===== src/rtl/mem_arbiter_seq.sv =====
// Byte-serial memory arbiter: fetch/load/store channels onto one byte-wide synchronous port.
// Define RR_ARB_EN for round-robin arbitration; the default is fixed priority ld > st > if.
module mem_arbiter_seq #(
    parameter int unsigned ADDR_W   = 32,
    parameter int unsigned RD_LAT   = 1,
    parameter int unsigned IF_BYTES = 4
) (
    input  logic              clk,
    input  logic              rst_n,
    input  logic [7:0]        mem_din,
    output logic [ADDR_W-1:0] mem_a,
    output logic [7:0]        mem_dout,
    output logic              mem_wr,
    input  logic              if_req,
    input  logic [ADDR_W-1:0] if_addr,
    output logic              if_done,
    output logic [31:0]       if_data,
    input  logic              ld_req,
    input  logic [2:0]        ld_size,
    input  logic [ADDR_W-1:0] ld_addr,
    output logic              ld_done,
    output logic [31:0]       ld_data,
    input  logic              st_req,
    input  logic [1:0]        st_size,
    input  logic [ADDR_W-1:0] st_addr,
    input  logic [31:0]       st_data,
    output logic              st_done
);

    typedef enum logic [2:0] {S_IDLE, S_RD, S_RD_DRAIN, S_WR, S_DONE} state_t;

    localparam logic [1:0]  CH_IF   = 2'd0;
    localparam logic [1:0]  CH_LD   = 2'd1;
    localparam logic [1:0]  CH_ST   = 2'd2;
    localparam logic [1:0]  IF_NBM1 = 2'(IF_BYTES - 1);
    localparam logic [31:0] IF_MASK = (IF_BYTES == 2) ? 32'h0000_FFFF : 32'hFFFF_FFFF;

    state_t             state_q, state_n;
    logic [1:0]         ch_q, ch_n;
    logic [ADDR_W-1:0]  addr_q, addr_n;
    logic [2:0]         size_q, size_n;
    logic [31:0]        sdata_q, sdata_n;
    logic [1:0]         nbm1_q, nbm1_n;
    logic [1:0]         beat_q, beat_n, beat_inc;
    logic [1:0]         cap_q, cap_n;
    logic [31:0]        rbuf_q, rbuf_n, merged_c;
    logic               masked_q;
    logic [RD_LAT-1:0]  vld_q;
    logic [RD_LAT:0]    vld_all_c;
    logic               cap_c;

    logic [ADDR_W-1:0]  mem_a_n;
    logic [7:0]         mem_dout_n;
    logic               mem_wr_n;

    logic [2:0]         req_c;
    logic               gnt_c;
    logic [1:0]         gch_c;
    logic [ADDR_W-1:0]  g_addr;
    logic [2:0]         g_size;
    logic [1:0]         g_nbm1;
    logic               g_ok;

    function automatic logic [31:0] ld_ext(input logic [31:0] b, input logic [2:0] sz);
        case (sz)
            3'b000:  ld_ext = {{24{b[7]}}, b[7:0]};
            3'b001:  ld_ext = {{16{b[15]}}, b[15:0]};
            3'b010:  ld_ext = b;
            3'b100:  ld_ext = {24'h0, b[7:0]};
            3'b101:  ld_ext = {16'h0, b[15:0]};
            default: ld_ext = 32'h0;
        endcase
    endfunction

    // The channel that just completed is hidden for one IDLE cycle.
    always_comb begin
        req_c        = 3'b000;
        req_c[CH_IF] = if_req && !(masked_q && ch_q == CH_IF);
        req_c[CH_LD] = ld_req && !(masked_q && ch_q == CH_LD);
        req_c[CH_ST] = st_req && !(masked_q && ch_q == CH_ST);
    end

`ifdef RR_ARB_EN
    logic [1:0] ptr_q, ptr_n;
    logic [2:0] rr_idx;

    always_comb begin
        gnt_c  = 1'b0;
        gch_c  = CH_LD;
        ptr_n  = ptr_q;
        rr_idx = 3'd0;
        for (int i = 0; i < 3; i++) begin
            rr_idx = 3'(ptr_q) + 3'(i);
            if (rr_idx >= 3'd3) rr_idx = rr_idx - 3'd3;
            if (!gnt_c && req_c[rr_idx[1:0]]) begin
                gnt_c = 1'b1;
                gch_c = rr_idx[1:0];
            end
        end
        if (gnt_c) ptr_n = (gch_c == CH_ST) ? CH_IF : gch_c + 2'd1;
    end

    always_ff @(posedge clk or negedge rst_n) begin
        if (!rst_n)                          ptr_q <= CH_LD;
        else if (state_q == S_IDLE && gnt_c) ptr_q <= ptr_n;
    end
`else
    always_comb begin
        gnt_c = |req_c;
        gch_c = CH_IF;
        if (req_c[CH_LD])      gch_c = CH_LD;
        else if (req_c[CH_ST]) gch_c = CH_ST;
    end
`endif

    // Decode the granted channel's address, size and beat count.
    always_comb begin
        g_addr = if_addr;
        g_size = 3'b010;
        g_nbm1 = IF_NBM1;
        g_ok   = 1'b1;
        case (gch_c)
            CH_LD: begin
                g_addr = ld_addr;
                g_size = ld_size;
                case (ld_size)
                    3'b000, 3'b100: g_nbm1 = 2'd0;
                    3'b001, 3'b101: g_nbm1 = 2'd1;
                    3'b010:         g_nbm1 = 2'd3;
                    default: begin
                        g_nbm1 = 2'd0;
                        g_ok   = 1'b0;
                    end
                endcase
            end
            CH_ST: begin
                g_addr = st_addr;
                g_size = {1'b0, st_size};
                case (st_size)
                    2'b01:   g_nbm1 = 2'd0;
                    2'b10:   g_nbm1 = 2'd1;
                    2'b11:   g_nbm1 = 2'd3;
                    default: begin
                        g_nbm1 = 2'd0;
                        g_ok   = 1'b0;
                    end
                endcase
            end
            default: ;
        endcase
    end

    // Read-valid pipeline: bit k set means an address was issued k cycles ago.
    assign vld_all_c = {vld_q, state_q == S_RD};
    assign cap_c     = vld_all_c[RD_LAT];
    assign beat_inc  = beat_q + 2'd1;

    always_comb begin
        merged_c = rbuf_q;
        if (cap_c) merged_c[{cap_q, 3'b000} +: 8] = mem_din;
    end

    always_ff @(posedge clk or negedge rst_n) begin
        if (!rst_n) state_q <= S_IDLE;
        else        state_q <= state_n;
    end

    always_comb begin
        state_n    = state_q;
        ch_n       = ch_q;
        addr_n     = addr_q;
        size_n     = size_q;
        sdata_n    = sdata_q;
        nbm1_n     = nbm1_q;
        beat_n     = beat_q;
        cap_n      = cap_c ? cap_q + 2'd1 : cap_q;
        rbuf_n     = merged_c;
        mem_a_n    = '0;
        mem_dout_n = 8'h00;
        mem_wr_n   = 1'b0;
        case (state_q)
            S_IDLE: begin
                if (gnt_c) begin
                    ch_n    = gch_c;
                    addr_n  = g_addr;
                    size_n  = g_size;
                    sdata_n = st_data;
                    nbm1_n  = g_nbm1;
                    beat_n  = 2'd0;
                    cap_n   = 2'd0;
                    rbuf_n  = 32'h0;
                    if (!g_ok) begin
                        state_n = S_DONE;
                    end else if (gch_c == CH_ST) begin
                        state_n    = S_WR;
                        mem_wr_n   = 1'b1;
                        mem_a_n    = g_addr;
                        mem_dout_n = st_data[7:0];
                    end else begin
                        state_n = S_RD;
                        mem_a_n = g_addr;
                    end
                end
            end
            S_RD: begin
                if (beat_q == nbm1_q) begin
                    state_n = S_RD_DRAIN;
                end else begin
                    beat_n  = beat_inc;
                    mem_a_n = addr_q + ADDR_W'(beat_inc);
                end
            end
            S_RD_DRAIN: begin
                if (cap_c && cap_q == nbm1_q) state_n = S_DONE;
            end
            S_WR: begin
                if (beat_q == nbm1_q) begin
                    state_n = S_DONE;
                end else begin
                    beat_n     = beat_inc;
                    mem_wr_n   = 1'b1;
                    mem_a_n    = addr_q + ADDR_W'(beat_inc);
                    mem_dout_n = sdata_q[{beat_inc, 3'b000} +: 8];
                end
            end
            S_DONE:  state_n = S_IDLE;
            default: state_n = S_IDLE;
        endcase
    end

    // Transaction context, memory-port outputs and result registers.
    always_ff @(posedge clk or negedge rst_n) begin
        if (!rst_n) begin
            ch_q     <= CH_IF;
            addr_q   <= '0;
            size_q   <= 3'b000;
            sdata_q  <= 32'h0;
            nbm1_q   <= 2'd0;
            beat_q   <= 2'd0;
            cap_q    <= 2'd0;
            rbuf_q   <= 32'h0;
            masked_q <= 1'b0;
            vld_q    <= '0;
            mem_a    <= '0;
            mem_dout <= 8'h00;
            mem_wr   <= 1'b0;
            if_done  <= 1'b0;
            ld_done  <= 1'b0;
            st_done  <= 1'b0;
            if_data  <= 32'h0;
            ld_data  <= 32'h0;
        end else begin
            ch_q     <= ch_n;
            addr_q   <= addr_n;
            size_q   <= size_n;
            sdata_q  <= sdata_n;
            nbm1_q   <= nbm1_n;
            beat_q   <= beat_n;
            cap_q    <= cap_n;
            rbuf_q   <= rbuf_n;
            masked_q <= (state_q == S_DONE);
            vld_q    <= vld_all_c[RD_LAT-1:0];
            mem_a    <= mem_a_n;
            mem_dout <= mem_dout_n;
            mem_wr   <= mem_wr_n;
            if_done  <= (state_n == S_DONE) && (ch_n == CH_IF);
            ld_done  <= (state_n == S_DONE) && (ch_n == CH_LD);
            st_done  <= (state_n == S_DONE) && (ch_n == CH_ST);
            if (state_n == S_DONE && ch_n == CH_IF) if_data <= rbuf_n & IF_MASK;
            if (state_n == S_DONE && ch_n == CH_LD) ld_data <= ld_ext(rbuf_n, size_n);
        end
    end

endmodule


===== config.mk =====
export PLATFORM = sky130hd
export DESIGN_NAME = mem_arbiter_seq
export DESIGN_NICKNAME = d
export VERILOG_FILES = /design/src/rtl/mem_arbiter_seq.sv
export SDC_FILE = /design/constraint.sdc
export NUM_CORES = 1
export LEC_CHECK = 0
export ABC_AREA = 1
export BUFFER_PORTS_ARGS = -buffer_cell sky130_fd_sc_hd__buf_2
export CORE_ASPECT_RATIO = 1.25
export CORE_MARGIN = 2
export CORE_UTILIZATION = 40
export DETAILED_ROUTE_END_ITERATION = 10
export PLACE_DENSITY = 0.6
export SYNTH_ARGS = -nofsm -noshare
export SYNTH_HDL_FRONTEND = slang
export SYNTH_SLANG_ARGS = --single-unit

===== constraint.sdc =====
create_clock -name clk -period 6.4 [get_ports clk]
set_clock_uncertainty 0.2 [all_clocks]
set_input_delay 0.64 -clock clk [delete_from_list [all_inputs] [get_ports clk]]
set_output_delay 0.64 -clock clk [all_outputs]
set_load 0.01 [all_outputs]

# Yosys cells after proc, flatten, opt, wreduce, memory -nomap -nowiden
# Index checks and enable logic that the tools add are counted.
[word_totals]
register_bits = 220
elab_cells = 124
in_bits = 146
out_inout_bits = 108
[op_classes]
shifts = 3
add_sub_neg = 4
muxes = 46
n_reduce_logical = 26
n_eq_ne = 26
[op_table]
columns = ["op", "n"]
rows = [
  ["$mux W32", 6],
  ["$pmux W32 S5", 1],
  ["$pmux W32 S2", 2],
  ["$add A32 B2 Y32", 1],
  ["$bwmux W32", 1],
  ["$mux W8", 4],
  ["$shift A8 B7 Y32 const A", 1],
  ["$shiftx A32 B6 Y8", 1],
  ["$shiftx A8 B7 Y32", 1],
  ["$mux W3", 7],
  ["$mux W2", 10],
  ["$eq A3 B3 Y1 const B", 6],
  ["$pmux W2 S2", 4],
  ["$pmux W8 S2", 1],
  ["$eq A3 B2 Y1 const B", 4],
  ["$pmux W3 S4", 1],
  ["$eq A2 B2 Y1 const B", 5],
  ["$logic_and A1 B1 Y1", 10],
  ["$eq A3 B1 Y1 const B", 3],
  ["$logic_not A3 Y1", 3],
  ["$eq A2 B1 Y1 const B", 4],
  ["$neg A5 Y7", 1],
  ["$mux W1", 6],
  ["$pmux W3 S2", 1],
  ["other kinds (12)", 21],
]

# Logic depth before layout (Yosys ltp)
# Gate-level depths: netlist (run 1).
[depth]
depth_word = 13
depth_mapped = 17
ltp_nobuf = 16

# Worst setup path before layout (run 1)
# OpenSTA, ideal clock, no wires.
[synth_timing]
path_type = "reg2reg"
from = "register beat_q[1]"
to = "register mem_a[24]"
setup_slack_ns = 3.456
path_buffers = 1
stages_incl_launch_ff = 17
required_ns = 6.066
setup_time_ns = 0.134
arrival_time_ns = 2.610
synth_period_minus_slack_ns = 2.944
path_cell_list = "dfrtp_1 -> clkbuf_1 -> inv_1 -> nand2_1 -> and2_1 -> inv_2 -> fa_1 -> inv_1 -> nand3_1 -> nor2_1 -> nand2_1 -> nor2_1 -> nand4_1 -> nor2_1 -> nand3_1 -> nand3_1 -> o21ai_0"
[synth_between]
elab_chain_len = 4
elab_cells_between_ends = 5
cone_classes = "2 x add/sub; 1 x eq/ne; 2 x mux"
[synth_lines]
columns = ["item", "line_no", "text"]
rows = [
  ["from (decl)", "44", "logic [1:0] beat_q, beat_n, beat_inc;"],
  ["from (signal assigned)", "258", "beat_q <= beat_n;"],
  ["$add A2 B1 Y2", "156", "assign beat_inc = beat_q + 2'd1;"],
  ["$add A32 B2 Y32", "210, 222", ""],
  ["$mux W32 (*)", "206, 217", ""],
  ["$pmux W32 S2 (*)", "181", "case (state_q)"],
  ["named net mem_a_n[24]", "52", "logic [ADDR_W-1:0] mem_a_n;"],
  ["to (signal assigned)", "263", "mem_a <= mem_a_n;"],
  ["to (decl)", "11", "output logic [ADDR_W-1:0] mem_a,"],
]
# Mark *: on every way through the listed nets, which the timed path passes. The rest lies on a longest branch.
# A chain may end at the register's enable or synchronous reset.

# Final worst setup path (run 1)
[layout_timing]
from = "register ch_q[1]"
to = "register ld_data[19]"
[layout_between]
elab_chain_len = 13
elab_cells_between_ends = 38
cone_classes = "10 x eq/ne; 15 x mux; 13 x reduce/logical"
[layout_lines]
columns = ["item", "line_no", "text"]
rows = [
  ["from (decl)", "39", "logic [1:0] ch_q, ch_n;"],
  ["from (signal assigned)", "253", "ch_q <= ch_n;"],
  ["$eq A2 B2 Y1", "80", "req_c[CH_ST] = st_req && !(masked_q && ch_q == CH_ST);"],
  ["$logic_and A1 B1 Y1", "80", ""],
  ["$logic_not A1 Y1", "80", ""],
  ["$logic_and A1 B1 Y1", "80", ""],
  ["$mux W2", "112", "else if (req_c[CH_ST]) gch_c = CH_ST;"],
  ["$mux W2", "111", "if (req_c[CH_LD]) gch_c = CH_LD;"],
  ["$eq A2 B2 Y1 / $eq A2 B1 Y1 (equally long branches)", "122, 194", ""],
  ["$pmux W1 S2 / $mux W2 (equally long branches)", "122, 194", ""],
  ["$mux W3", "192", "if (!g_ok) begin"],
  ["$mux W3", "183", "if (gnt_c) begin"],
  ["$pmux W3 S4", "181", ""],
  ["$eq A3 B3 Y1", "270", "if (state_n == S_DONE && ch_n == CH_LD) ld_data <= ld_ext(rbuf_n, size_n);"],
  ["$logic_and A1 B1 Y1", "270", ""],
  ["to (signal assigned)", "270", ""],
  ["to (decl)", "22", "output logic [31:0] ld_data,"],
]
# Several ways; a longest one is shown, not always the timed one.

==> results of run 1 <==
-- cells by family after synthesis --
logic type | after synthesis | share of synthesized area (%)
AOI/OAI and AO/OA | 271 | 14.2
xor gates and xnor gates | 7 | 0.581
adders and majority gates | 8 | 1.02
buffers and inverters | 160 | 6.28
DFF | 220 | 52.2
and+or+nand+nor | 636 | 25.8
-- synth_stat cells, types with 2 or more instances --
library cell | instances | area [um^2]
sky130_fd_sc_hd__a32oi_1 | 2 | 17.5
sky130_fd_sc_hd__nand2b_1 | 5 | 31.3
sky130_fd_sc_hd__o21ai_2 | 2 | 17.5
sky130_fd_sc_hd__xnor2_1 | 3 | 26.3
sky130_fd_sc_hd__nor2_1 | 93 | 349
sky130_fd_sc_hd__inv_2 | 11 | 41.3
sky130_fd_sc_hd__nand3_4 | 2 | 35.0
sky130_fd_sc_hd__nand2_2 | 4 | 25.0
sky130_fd_sc_hd__a21oi_1 | 39 | 195
sky130_fd_sc_hd__nand2_1 | 378 | 1420
sky130_fd_sc_hd__o21ai_1 | 17 | 85.1
sky130_fd_sc_hd__o32ai_1 | 3 | 26.3
sky130_fd_sc_hd__nand3_2 | 3 | 30.0
sky130_fd_sc_hd__buf_1 | 3 | 11.3
sky130_fd_sc_hd__clkbuf_1 | 30 | 113
sky130_fd_sc_hd__xor2_1 | 4 | 35.0
sky130_fd_sc_hd__nand3_1 | 90 | 450
sky130_fd_sc_hd__o21ai_0 | 155 | 776
sky130_fd_sc_hd__o22ai_1 | 37 | 231
sky130_fd_sc_hd__ha_1 | 7 | 87.6
sky130_fd_sc_hd__nand4_1 | 24 | 150
sky130_fd_sc_hd__or2_2 | 7 | 43.8
sky130_fd_sc_hd__a22oi_1 | 7 | 52.6
sky130_fd_sc_hd__inv_1 | 85 | 319
sky130_fd_sc_hd__dfrtp_1 | 220 | 5510
sky130_fd_sc_hd__buf_4 | 7 | 52.6
sky130_fd_sc_hd__nor4_1 | 5 | 31.3
sky130_fd_sc_hd__buf_2 | 21 | 105
sky130_fd_sc_hd__nor3_1 | 19 | 95.1
sky130_fd_sc_hd__a31oi_1 | 2 | 12.5
-- path summary, 6_finish.rpt --
kind	endpoint	slack (ns)	cells past startpoint
hold / removal	sdata_q[18]	0.14	3
setup reg to reg	ld_data[19]	2.41	12
setup / recovery	ld_data[19]	2.41	12
hold reg to reg	if_data[2]	0.28	2
min in group asynchronous	mem_dout[2]	0.54	2
max in group asynchronous	mem_a[28]	4.07	3
-- final cells by class --
type | instances | area (um^2) | share of cell area [%]
multi-input combinational | 922 | 4380 | 34.4
sequential | 220 | 5510 | 43.2
clock buffer | 37 | 691 | 5.42
antenna | 2 | 5.00 | 0.0393
timing repair buffer | 258 | 1320 | 10.3
clock inverter | 5 | 52.6 | 0.412
inverter | 98 | 369 | 2.90
tap | 340 | 425 | 3.34
-- layer usage --
metal,global-route usage (%),vias to the layer above,share of wire [%]
li1,-,4748,-
met1,27.6,4579,40
met2,42.1,300,51
met3,2.70,65,5.3
met4,8.00,4,3.3
met5,0,-,0.066
-- through the flow --
| step | total power, mW | utilization, % | area, um^2 | instances |
|---|---|---|---|---|
| 2_1_floorplan | 3.57 | - | 10500 | 1302 |
| 3_3_place_gp | 4.27 | 46.1 | 12000 | 1837 |
| 3_5_place_dp | 4.30 | 46.1 | 12000 | 1837 |
| 4_1_cts | 5.65 | 49.0 | 12700 | 1880 |
| 5_1_grt | 6.03 | 49.0 | 12700 | 1881 |
| 6_report | 5.58 | 49.0 | 12700 | 1882 |
-- placed cells by master (no fill, tap or decap), types with 2 or more instances in the layout --
| master | synthesis | routed |
|---|---|---|
| sky130_fd_sc_hd__a22oi_1 | 7 | 7 |
| sky130_fd_sc_hd__xnor2_1 | 3 | 3 |
| sky130_fd_sc_hd__inv_2 | 11 | 11 |
| sky130_fd_sc_hd__o21ai_2 | 2 | 2 |
| sky130_fd_sc_hd__nand3_1 | 90 | 90 |
| sky130_fd_sc_hd__a31oi_1 | 2 | 2 |
| sky130_fd_sc_hd__dfrtp_1 | 220 | 220 |
| sky130_fd_sc_hd__nand3_2 | 3 | 3 |
| sky130_fd_sc_hd__nor3_1 | 19 | 19 |
| sky130_fd_sc_hd__clkinv_2 | 1 | 4 |
| sky130_fd_sc_hd__o32ai_1 | 3 | 3 |
| sky130_fd_sc_hd__clkbuf_8 | 0 | 2 |
| sky130_fd_sc_hd__nand2_1 | 378 | 378 |
| sky130_fd_sc_hd__nand2b_1 | 5 | 5 |
| sky130_fd_sc_hd__xor2_1 | 4 | 4 |
| sky130_fd_sc_hd__buf_4 | 7 | 4 |
| sky130_fd_sc_hd__or2_2 | 7 | 7 |
| sky130_fd_sc_hd__nand4_1 | 24 | 24 |
| sky130_fd_sc_hd__buf_2 | 21 | 252 |
| sky130_fd_sc_hd__o22ai_1 | 37 | 37 |
| sky130_fd_sc_hd__ha_1 | 7 | 7 |
| sky130_fd_sc_hd__clkbuf_1 | 30 | 10 |
| sky130_fd_sc_hd__nand2_2 | 4 | 4 |
| sky130_fd_sc_hd__nor4_1 | 5 | 5 |
| sky130_fd_sc_hd__nor2_1 | 93 | 93 |
| sky130_fd_sc_hd__o21ai_0 | 155 | 155 |
| sky130_fd_sc_hd__inv_1 | 85 | 85 |
| sky130_fd_sc_hd__a21oi_1 | 39 | 39 |
| sky130_fd_sc_hd__o21ai_1 | 17 | 17 |
| sky130_fd_sc_hd__nand3_4 | 2 | 2 |
| sky130_fd_sc_hd__diode_2 | 0 | 2 |
| sky130_fd_sc_hd__clkbuf_16 | 0 | 25 |
| sky130_fd_sc_hd__a32oi_1 | 2 | 2 |
-- worst max-delay path: cells and delay by family, from the launching register on --
kind | cells | cell delay [ns]
and+or+nand+nor | 7 | 1.50
buffers and inverters | 4 | 1.04
DFF | 1 | 0.41
AOI/OAI and AO/OA | 1 | 0.73
-- state kept, by name, indices dropped and copies added (netlist names) --
register,flops
sdata_q,32
masked_q,1
ld_data,32
ld_done,1
mem_wr,1
nbm1_q,2
state_q,3
cap_c,1
addr_q,32
mem_a,32
st_done,1
size_q,3
if_data,32
cap_q,2
if_done,1
ch_q,2
rbuf_q,32
beat_q,2
mem_dout,8
-- report_power, final --
part           switching, mW  internal (mW)  total (mW)
Clock                  0.547          0.779        1.33
Combinational           1.49          0.618        2.11
Sequential             0.311           1.83        2.14
==> impl_metrics.json, run 1 <==
{
  "cp-start-kind": "flop",
  "ios": 254,
  "number_of_rows_created_at_floorplan": 66,
  "area_growth_pct": 20.8,
  "first_iter_violations": 544,
  "antenna_found_initial": 3,
  "hold_path.class": "in2reg",
  "worstSetupStartpoint": "ch_q[1]",
  "synth_seq_cells": 220,
  "floorplan.initialDensity_pct": 40.5,
  "report.final.slew_viol_count": 0,
  "drt.antenna.violating_nets": 0,
  "vias": 9696,
  "grt_max_degree": 102,
  "synth_cells": 1302,
  "critical_path.cell_chain": "inv_1, nand3_1, nand2_2, buf_4, nand3_4, nand2_8, inv_2, o21ai_4, nand3_4, clkinv_2, nand3_1, nand2_1",
  "nFillCells": 2589,
  "critPathMaxStageDelay_ns": 0.73,
  "placement.setup.worst_slack_ns": 2.15,
  "clk-insertion-delay-late_ns": 0.51,
  "yosys_warnings": 0,
  "hold_slack_ns": 0.135,
  "cap_violations": 0,
  "first_global_vias": 9598,
  "vdd_drop_max_mv": 0.275,
  "fmax_mhz": 251,
  "timing.slew.headroom_pct": 20.0,
  "portBuffers": 253,
  "rsz0062_at_grt": "false",
  "cts_tree": "yes",
  "power.density_nw_per_um2": 438,
  "clk_transition_reported_paths_ns": 0.06,
  "worst-slew-pin-transition_ns": 1.20,
  "grt_overflow": 0,
  "final_setup_violation_count": 0,
  "cp-end-kind": "flop",
  "drc": 0,
  "core_region_um2": 26000,
  "number_of_levels_the_h_tree_was_split_into": 1,
  "timing.critical_path.slowest_stage_cell": "sky130_fd_sc_hd__o21ai_4",
  "static-leakage-power_nw": 6.71,
  "root_buffer": "sky130_fd_sc_hd__clkbuf_16",
  "synth_top_flop_cell": "sky130_fd_sc_hd__dfrtp_1",
  "layout_setup_ws_ns": 2.41,
  "design.die.area_um2": 27700,
  "drt-vias-per-instance": 5.15,
  "timing.hold.worst.start": "st_data[18]",
  "synth_cell_type_count": 47,
  "drive_above_1_share_pct": 21.1,
  "cts.path.max_buffers": 3,
  "grt_pass1_wl_um": 50200,
  "place.detailed.hpwl_um": 23000,
  "hold_viol_final": 0,
  "critical_path_peak_fanout": 82,
  "die-width_um": 149,
  "track_usage_pct": 22.9,
  "r2r-start": "ch_q[1]",
  "post_cts_resize_count": 0,
  "wl_um": 31800,
  "final_weighted_congestion_in_routability_driven_placement": 0.906,
  "first_pass_iters": 5,
  "synth_edf_count": 0,
  "final_net_count": 1678,
  "cp_data_arrival_time_ns": 4.24,
  "postCtsSetupBuffers": 0,
  "tritoncts.num_buffers": 24,
  "fin_crit_sh_pct": 62.3,
  "cts_sink_cnt": 220,
  "wire_per_inst_um": 16.9,
  "worst_ep_required_time_ns": 6.65,
  "finalCriticalPeriod_ns": 3.99,
  "syn_nets": 1456,
  "synth_async_sr_flop_share_pct": 100,
  "cts.hold.buffers_added": 1,
  "tns_ns": 0,
  "post_synth_design_cell_area_um2": 10500,
  "die_y_um": 186,
  "startpoint_to_endpoint_class_of_the_critical_path": "reg2reg",
  "synth_sequential_area_ratio_pct": 52.2,
  "run_status": "complete, no violations",
  "postSynthAreaPerCell_um2": 8.10
}
Note: power is estimated with default switching activity, not from simulation.
==> inputs of run 2 (changes only) <==
Clock period 6.4 ns to 4.1 ns, I/O delays scaled along.
==> run 2 against run 1 <==
Against the previous run:
- register-to-register slack worse by 1.8 ns
- combinational power rose by 63%
- global-route usage is 0.70 points higher
- critical endpoint is now mem_a[24]
- count of clock-buffer cells in the layout decreased by 6
- routed wire length is 4.2% higher
- sequential share of layout area shrank 1.7 points
- critical path depth increased by 4
- critical path type unchanged
- power rose by 62%
==> impl_metrics.json, run 2 (same netlist as run 1, synthesis figures left out) <==
{
  "core_region_um2": 26000,
  "grt_pass1_wl_um": 51600,
  "portBuffers": 253,
  "place.detailed.hpwl_um": 23800,
  "design.die.area_um2": 27700,
  "cp-start-kind": "flop",
  "most-common-layout-cells": "378 x sky130_fd_sc_hd__nand2_1, 252 x sky130_fd_sc_hd__buf_2, 220 x sky130_fd_sc_hd__dfrtp_1",
  "first_global_vias": 9927,
  "worst_ep_required_time_ns": 4.27,
  "final_weighted_congestion_in_routability_driven_placement": 0.948,
  "power_mw": 9.06,
  "final_setup_violation_count": 0,
  "cts.path.max_buffers": 3,
  "cts_sink_cnt": 220,
  "vdd_drop_max_mv": 0.563,
  "area_growth_pct": 25.9,
  "drc": 0,
  "final_net_count": 1723,
  "clk_transition_reported_paths_ns": 0.06,
  "cts_tree": "yes",
  "tritoncts.num_buffers": 23,
  "first_iter_violations": 616,
  "startpoint_to_endpoint_class_of_the_critical_path": "reg2reg",
  "cp-end-kind": "flop",
  "grt_overflow": 0,
  "floorplan.initialDensity_pct": 40.5,
  "grt_max_degree": 109,
  "nFillCells": 2562,
  "rsz0062_at_grt": "false",
  "drive_above_1_share_pct": 21.6,
  "final_design_utilization_pct": 51.0,
  "fin_crit_sh_pct": 84.3,
  "hold_viol_final": 0,
  "run_status": "complete, no violations",
  "die-width_um": 149,
  "wl_um": 33100,
  "timing.critical_path.slowest_stage_cell": "sky130_fd_sc_hd__fa_1",
  "finalCriticalPeriod_ns": 3.46,
  "die_y_um": 186,
  "cap_violations": 0,
  "drt.antenna.violating_nets": 0,
  "antenna_found_initial": 3,
  "critPathMaxStageDelay_ns": 0.46,
  "static-leakage-power_nw": 6.95,
  "number_of_levels_the_h_tree_was_split_into": 1,
  "critical_path.cell_chain": "buf_4, inv_2, nand2_1, and2_1, inv_2, fa_1, inv_1, nand3_1, nor2_1, nand2_1, nor2_1, nand4_1, nor2_1, nand3_1, nand3_1, o21ai_0",
  "worst-slew-pin-transition_ns": 1.02,
  "first_pass_iters": 5,
  "post-place-cells": 1847,
  "fmax_mhz": 289,
  "cp_data_arrival_time_ns": 3.62,
  "root_buffer": "sky130_fd_sc_hd__clkbuf_16",
  "final-instance-count-excl-fill": 1927,
  "wire_per_inst_um": 17.2,
  "critical_path_peak_fanout": 20,
  "hold_slack_ns": 0.0122,
  "hold_path.class": "in2reg",
  "most_frequent_standard_cell_in_the_layout_excluding_fill_and_tap_cells": "sky130_fd_sc_hd__nand2_1",
  "drt-vias-per-instance": 5.14,
  "track_usage_pct": 23.6,
  "number_of_rows_created_at_floorplan": 66,
  "ios": 254,
  "report.final.slew_viol_count": 0,
  "clk-insertion-delay-late_ns": 0.51,
  "vias": 9908,
  "power.density_nw_per_um2": 682,
  "tns_ns": 0,
  "timing.slew.headroom_pct": 31.7
}
-- run 2: timing repair --
action | CTS | global route
buffers inserted | 0 | 0
resized for setup | 0 | 0
setup endpoints to repair | 0 | 0
hold buffers | 37 | 0
hold endpoints to repair | 146 | 0
-- run 2: metrics by stage --
step                area [um^2]  setup slack, ns
floorplan                 10500             1.16
global placement          12100            0.776
detailed placement        12100            0.656
CTS                       13300            0.659
global route              13300            0.101
finish                    13300            0.642
-- run 2: final timing paths --
kind	slack, ns	startpoint	end	cells past startpoint
worst max-delay path	0.64	beat_q[0]	mem_a[24]	16
worst min register to register	0.27	if_data[2]	if_data[2]	2
min in group asynchronous	0.30	rst_n	sdata_q[10]	2
max in group asynchronous	2.36	rst_n	mem_a[9]	3
worst max register to register	0.64	beat_q[0]	mem_a[24]	16
worst min-delay path	0.01	if_addr[21]	addr_q[21]	3
-- run 2: critical path, delay by kind of cell, from the launching register on --
| kind | cells | cell delay [ns] |
|---|---|---|
| compound gates | 1 | 0.09 |
| fa+ha+maj | 1 | 0.46 |
| buf+inv | 4 | 0.58 |
| flops | 1 | 0.33 |
| simple gates | 10 | 1.68 |
-- run 2: final cells by class --
class                   count  area (um^2)  share of cell area [%]
diodes                      3         7.51                  0.0565
clock buffers              31          676                    5.09
flip-flops and latches    220         5510                    41.5
repair buffers            304         1760                    13.3
inverters                  98          369                    2.78
clock inverters             9          150                    1.13
well taps                 340          425                    3.20
multi-input cells         922         4380                    33.0
-- run 2: metal layers --
layer	track usage [%]	routed length (um)	up-vias
li1	-	-	4851
met1	28.5	13500	4662
met2	42.8	16700	314
met3	2.99	1670	81
met4	9.03	1240	0
met5	0	0	-
-- run 2: power by group --
group	switching (mW)	leakage (nW)	internal (mW)	total [mW]
registers	0.494	2.90	2.86	3.36
logic	2.40	3.64	1.03	3.43
clock network	0.868	0.404	1.40	2.27
total	3.76	6.95	5.30	9.06
==> inputs of run 3 (changes only) <==
Settings changed: ABC_AREA 1 to 0.
Clock period 4.1 ns to 3.2 ns, I/O delays scaled along.
==> run 3 against run 2 <==
Against the previous run:
- the run now ends with negative hold slack left
- routed wire length decreased by 15%
- sequential share of layout area increased by 0.19 points
- sequential cell count unchanged
- count of clock-buffer cells in the layout unchanged
- sequential power increased by 28%
- synthesized area decreased by 3.0%
- maximum frequency increased by 23%
- hold slack got worse by 0.015 ns
- via count decreased by 11%
- critical endpoint is now mem_a[28]
==> impl_metrics.json, run 3 <==
{
  "layout_setup_ws_ns": 0.396,
  "synth_top_flop_cell": "sky130_fd_sc_hd__dfrtp_1",
  "drt.antenna.violating_nets": 0,
  "cp_num_buf_inv": 1,
  "critical_path.cell_chain": "xor2_1, inv_1, fa_1, or3_1, or3_4, nor3_2, xnor2_1, o21ai_1",
  "cts.path.max_buffers": 3,
  "wire_per_inst_um": 16.2,
  "antenna_found_initial": 6,
  "synth-simple-area-share_pct": 20.1,
  "timing.hold.worst.start": "st_addr[18]",
  "nFillCells": 2373,
  "timing.critical_path.slowest_stage_cell": "sky130_fd_sc_hd__or3_1",
  "synth.top_cells.by_area": "sky130_fd_sc_hd__dfrtp_1 54%, sky130_fd_sc_hd__nand2_1 12%, sky130_fd_sc_hd__mux2_2 3.6%",
  "place.detailed.hpwl_um": 19300,
  "hold_viol_final": 1,
  "post_cts_resize_count": 0,
  "wl_um": 28200,
  "static-leakage-power_nw": 6.64,
  "number_of_levels_the_h_tree_was_split_into": 1,
  "hold_path.class": "in2reg",
  "synth_seq_cells": 220,
  "area_growth_pct": 29.2,
  "first_iter_violations": 474,
  "synth-compound-area-share_pct": 13.1,
  "fin_crit_sh_pct": 87.6,
  "synth_fa_ha_area_share_pct": 1.05,
  "placement.setup.worst_slack_ns": 0.382,
  "share_of_total_power_consumed_by_net_switching_pct": 39.0,
  "failed_checks": "negative hold slack",
  "die-width_um": 147,
  "path_delay_family": "simple AND/OR/NAND/NOR gates",
  "number_of_rows_created_at_floorplan": 65,
  "clk-insertion-delay-late_ns": 0.51,
  "p_clk_share_pct": 22.6,
  "clk_transition_reported_paths_ns": 0.07,
  "core_region_um2": 25200,
  "grt_overflow": 0,
  "share_comb_of_total_power_pct": 39.2,
  "synth_cells": 1075,
  "startpoint_to_endpoint_class_of_the_critical_path": "reg2reg",
  "hold_slack_ns": -0.00253,
  "fmax_mhz": 357,
  "timing.reg2reg.worst_path_depth": 8,
  "report.final.slew_viol_count": 0,
  "final_weighted_congestion_in_routability_driven_placement": 0.849,
  "synth_top_family_by_area": "simple AND/OR/NAND/NOR gates",
  "drt-vias-per-instance": 5.08,
  "cp_data_arrival_time_ns": 2.99,
  "finalCriticalPeriod_ns": 2.80,
  "track_usage_pct": 21.3,
  "worstSetupStartpoint": "beat_q[1]",
  "run_status": "finished with violations",
  "first_global_vias": 8951,
  "postSynthAreaPerCell_um2": 9.51,
  "post_synth_design_cell_area_um2": 10200,
  "critPathMaxStageDelay_ns": 0.52,
  "synth_top_area_share_pct": 53.8,
  "drive_above_1_share_pct": 27.4,
  "tns_ns": 0,
  "multi_input_area_um2": 4390,
  "internal-power_mw": 6.85,
  "most-common-layout-cells": "320 x sky130_fd_sc_hd__nand2_1, 252 x sky130_fd_sc_hd__buf_2, 220 x sky130_fd_sc_hd__dfrtp_1",
  "final_design_utilization_pct": 52.4,
  "dominant_cell_by_count_in_the_synthesized_netlist": "sky130_fd_sc_hd__nand2_1",
  "synthTopCellsByCount": "322 x sky130_fd_sc_hd__nand2_1, 220 x sky130_fd_sc_hd__dfrtp_1, 95 x sky130_fd_sc_hd__nor2_1",
  "worst_ep_required_time_ns": 3.39,
  "drc": 0,
  "final_setup_violation_count": 0,
  "syn_nets": 1229,
  "grt_max_degree": 83,
  "seq_power_share_pct": 38.3,
  "cp-end-kind": "flop",
  "design.die.area_um2": 26900,
  "cp_num_cells": 8,
  "synth_edf_count": 0,
  "synth_cell_type_count": 63,
  "grt_pass1_wl_um": 46700,
  "yosys_warnings": 0,
  "cts_sink_cnt": 220,
  "worst-slew-pin-transition_ns": 1.07,
  "first_pass_iters": 5,
  "vdd_drop_max_mv": 0.531,
  "register_area_um2": 5510,
  "die_y_um": 183,
  "floorplan.initialDensity_pct": 40.6,
  "most_frequent_standard_cell_in_the_layout_excluding_fill_and_tap_cells": "sky130_fd_sc_hd__nand2_1",
  "ios": 254,
  "timing.slew.headroom_pct": 28.9,
  "tritoncts.num_buffers": 23,
  "vias": 8831,
  "cap_violations": 0,
  "synth-xor-area-share_pct": 3.08,
  "switching_power_mw": 4.38,
  "rsz0062_at_grt": "false",
  "cts.hold.buffers_added": 57,
  "portBuffers": 253,
  "critical_path_peak_fanout": 5,
  "synth_sequential_area_ratio_pct": 53.8,
  "power.density_nw_per_um2": 850,
  "synth_async_sr_flop_share_pct": 100,
  "final_net_count": 1536,
  "r2r-start": "beat_q[1]",
  "synthMuxAreaShare_pct": 5.49,
  "cp-start-kind": "flop",
  "root_buffer": "sky130_fd_sc_hd__clkbuf_16",
  "cts_tree": "yes",
  "worst_hold_path.num_cells": 5,
  "postCtsSetupBuffers": 0,
  "netlist.top_cell.by_area": "sky130_fd_sc_hd__dfrtp_1"
}
==> run 3: cell count changes after synthesis, moves of 17 or more <==
cell	delta
sky130_fd_sc_hd__o21ai_0	-102
sky130_fd_sc_hd__nand3_1	-76
sky130_fd_sc_hd__inv_1	-68
sky130_fd_sc_hd__nand2_1	-56
sky130_fd_sc_hd__o22ai_1	-37
sky130_fd_sc_hd__a31oi_1	+33
sky130_fd_sc_hd__mux2_2	+33
sky130_fd_sc_hd__xnor2_1	+26
sky130_fd_sc_hd__a22oi_1	+23
sky130_fd_sc_hd__buf_2	-17
sky130_fd_sc_hd__nand4_1	-17
==> run 3: worst reg2reg max path: cells and delay by family (launching register included) <==
kind / cells / cell delay, ns
fa+ha+maj: 1 / 0.46
flops: 1 / 0.39
xor+xnor: 2 / 0.32
compound gates: 1 / 0.07
buf+inv: 1 / 0.08
simple gates: 3 / 1.16
==> run 3: worst paths after layout <==
path / end / slack [ns]
min: addr_q[18] / -0.003
min reg2reg: sdata_q[19] / 0.27
max: mem_a[28] / 0.40
min in group asynchronous: if_data[12] / 0.20
max reg2reg: mem_a[28] / 0.40
max in group asynchronous: ld_data[20] / 1.57
==> run 3: power groups by stage <==
stage               logic, mW  clock network (mW)  registers (mW)
floorplan                2.85                   0            4.36
global placement         4.32                   0            4.32
detailed placement       4.37                   0            4.34
CTS                      4.45                2.60            4.30
global route             4.95                2.71            4.42
finish                   4.40                2.53            4.30
==> run 3: kinds of logic (layout without fill, tap and decap cells) <==
kind of cell / Yosys count / in the layout
DFF: 220 / 220
and+or+nand+nor: 486 / 486
buffers and inverters: 78 / 402
other: 0 / 4
adders and majority gates: 8 / 8
muxes: 42 / 42
xor gates and xnor gates: 36 / 36
AOI/OAI and AO/OA: 205 / 205
==> run 3: layout make-up <==
cell class / instances / area share, %
clock inverters: 11 / 0.511
flip-flops and latches: 220 / 41.7
clock buffers: 31 / 4.88
multi-input cells: 777 / 33.2
diodes: 4 / 0.0757
inverters: 18 / 0.511
repair buffers: 342 / 16.0
well taps: 335 / 3.17
==> run 3: stage by stage <==
stage	area [um^2]	hold slack, ns	cells	power [mW]
after floorplan	10200	-0.176	1075	7.21
after global placement	11900	0.178	1635	8.64
after detailed placement	11900	0.172	1635	8.70
after CTS	13200	0.000106	1734	11.3
after global routing	13200	0.0266	1736	12.1
final	13200	-0.00253	1738	11.2
==> run 3: routing by layer <==
layer	global-route usage (%)	vias up	share of wire, %
li1	-	4281	-
met1	27.3	4264	43
met5	0	-	0.074
met2	37.1	236	49
met4	5.88	4	2.2
met3	4.18	46	5.9
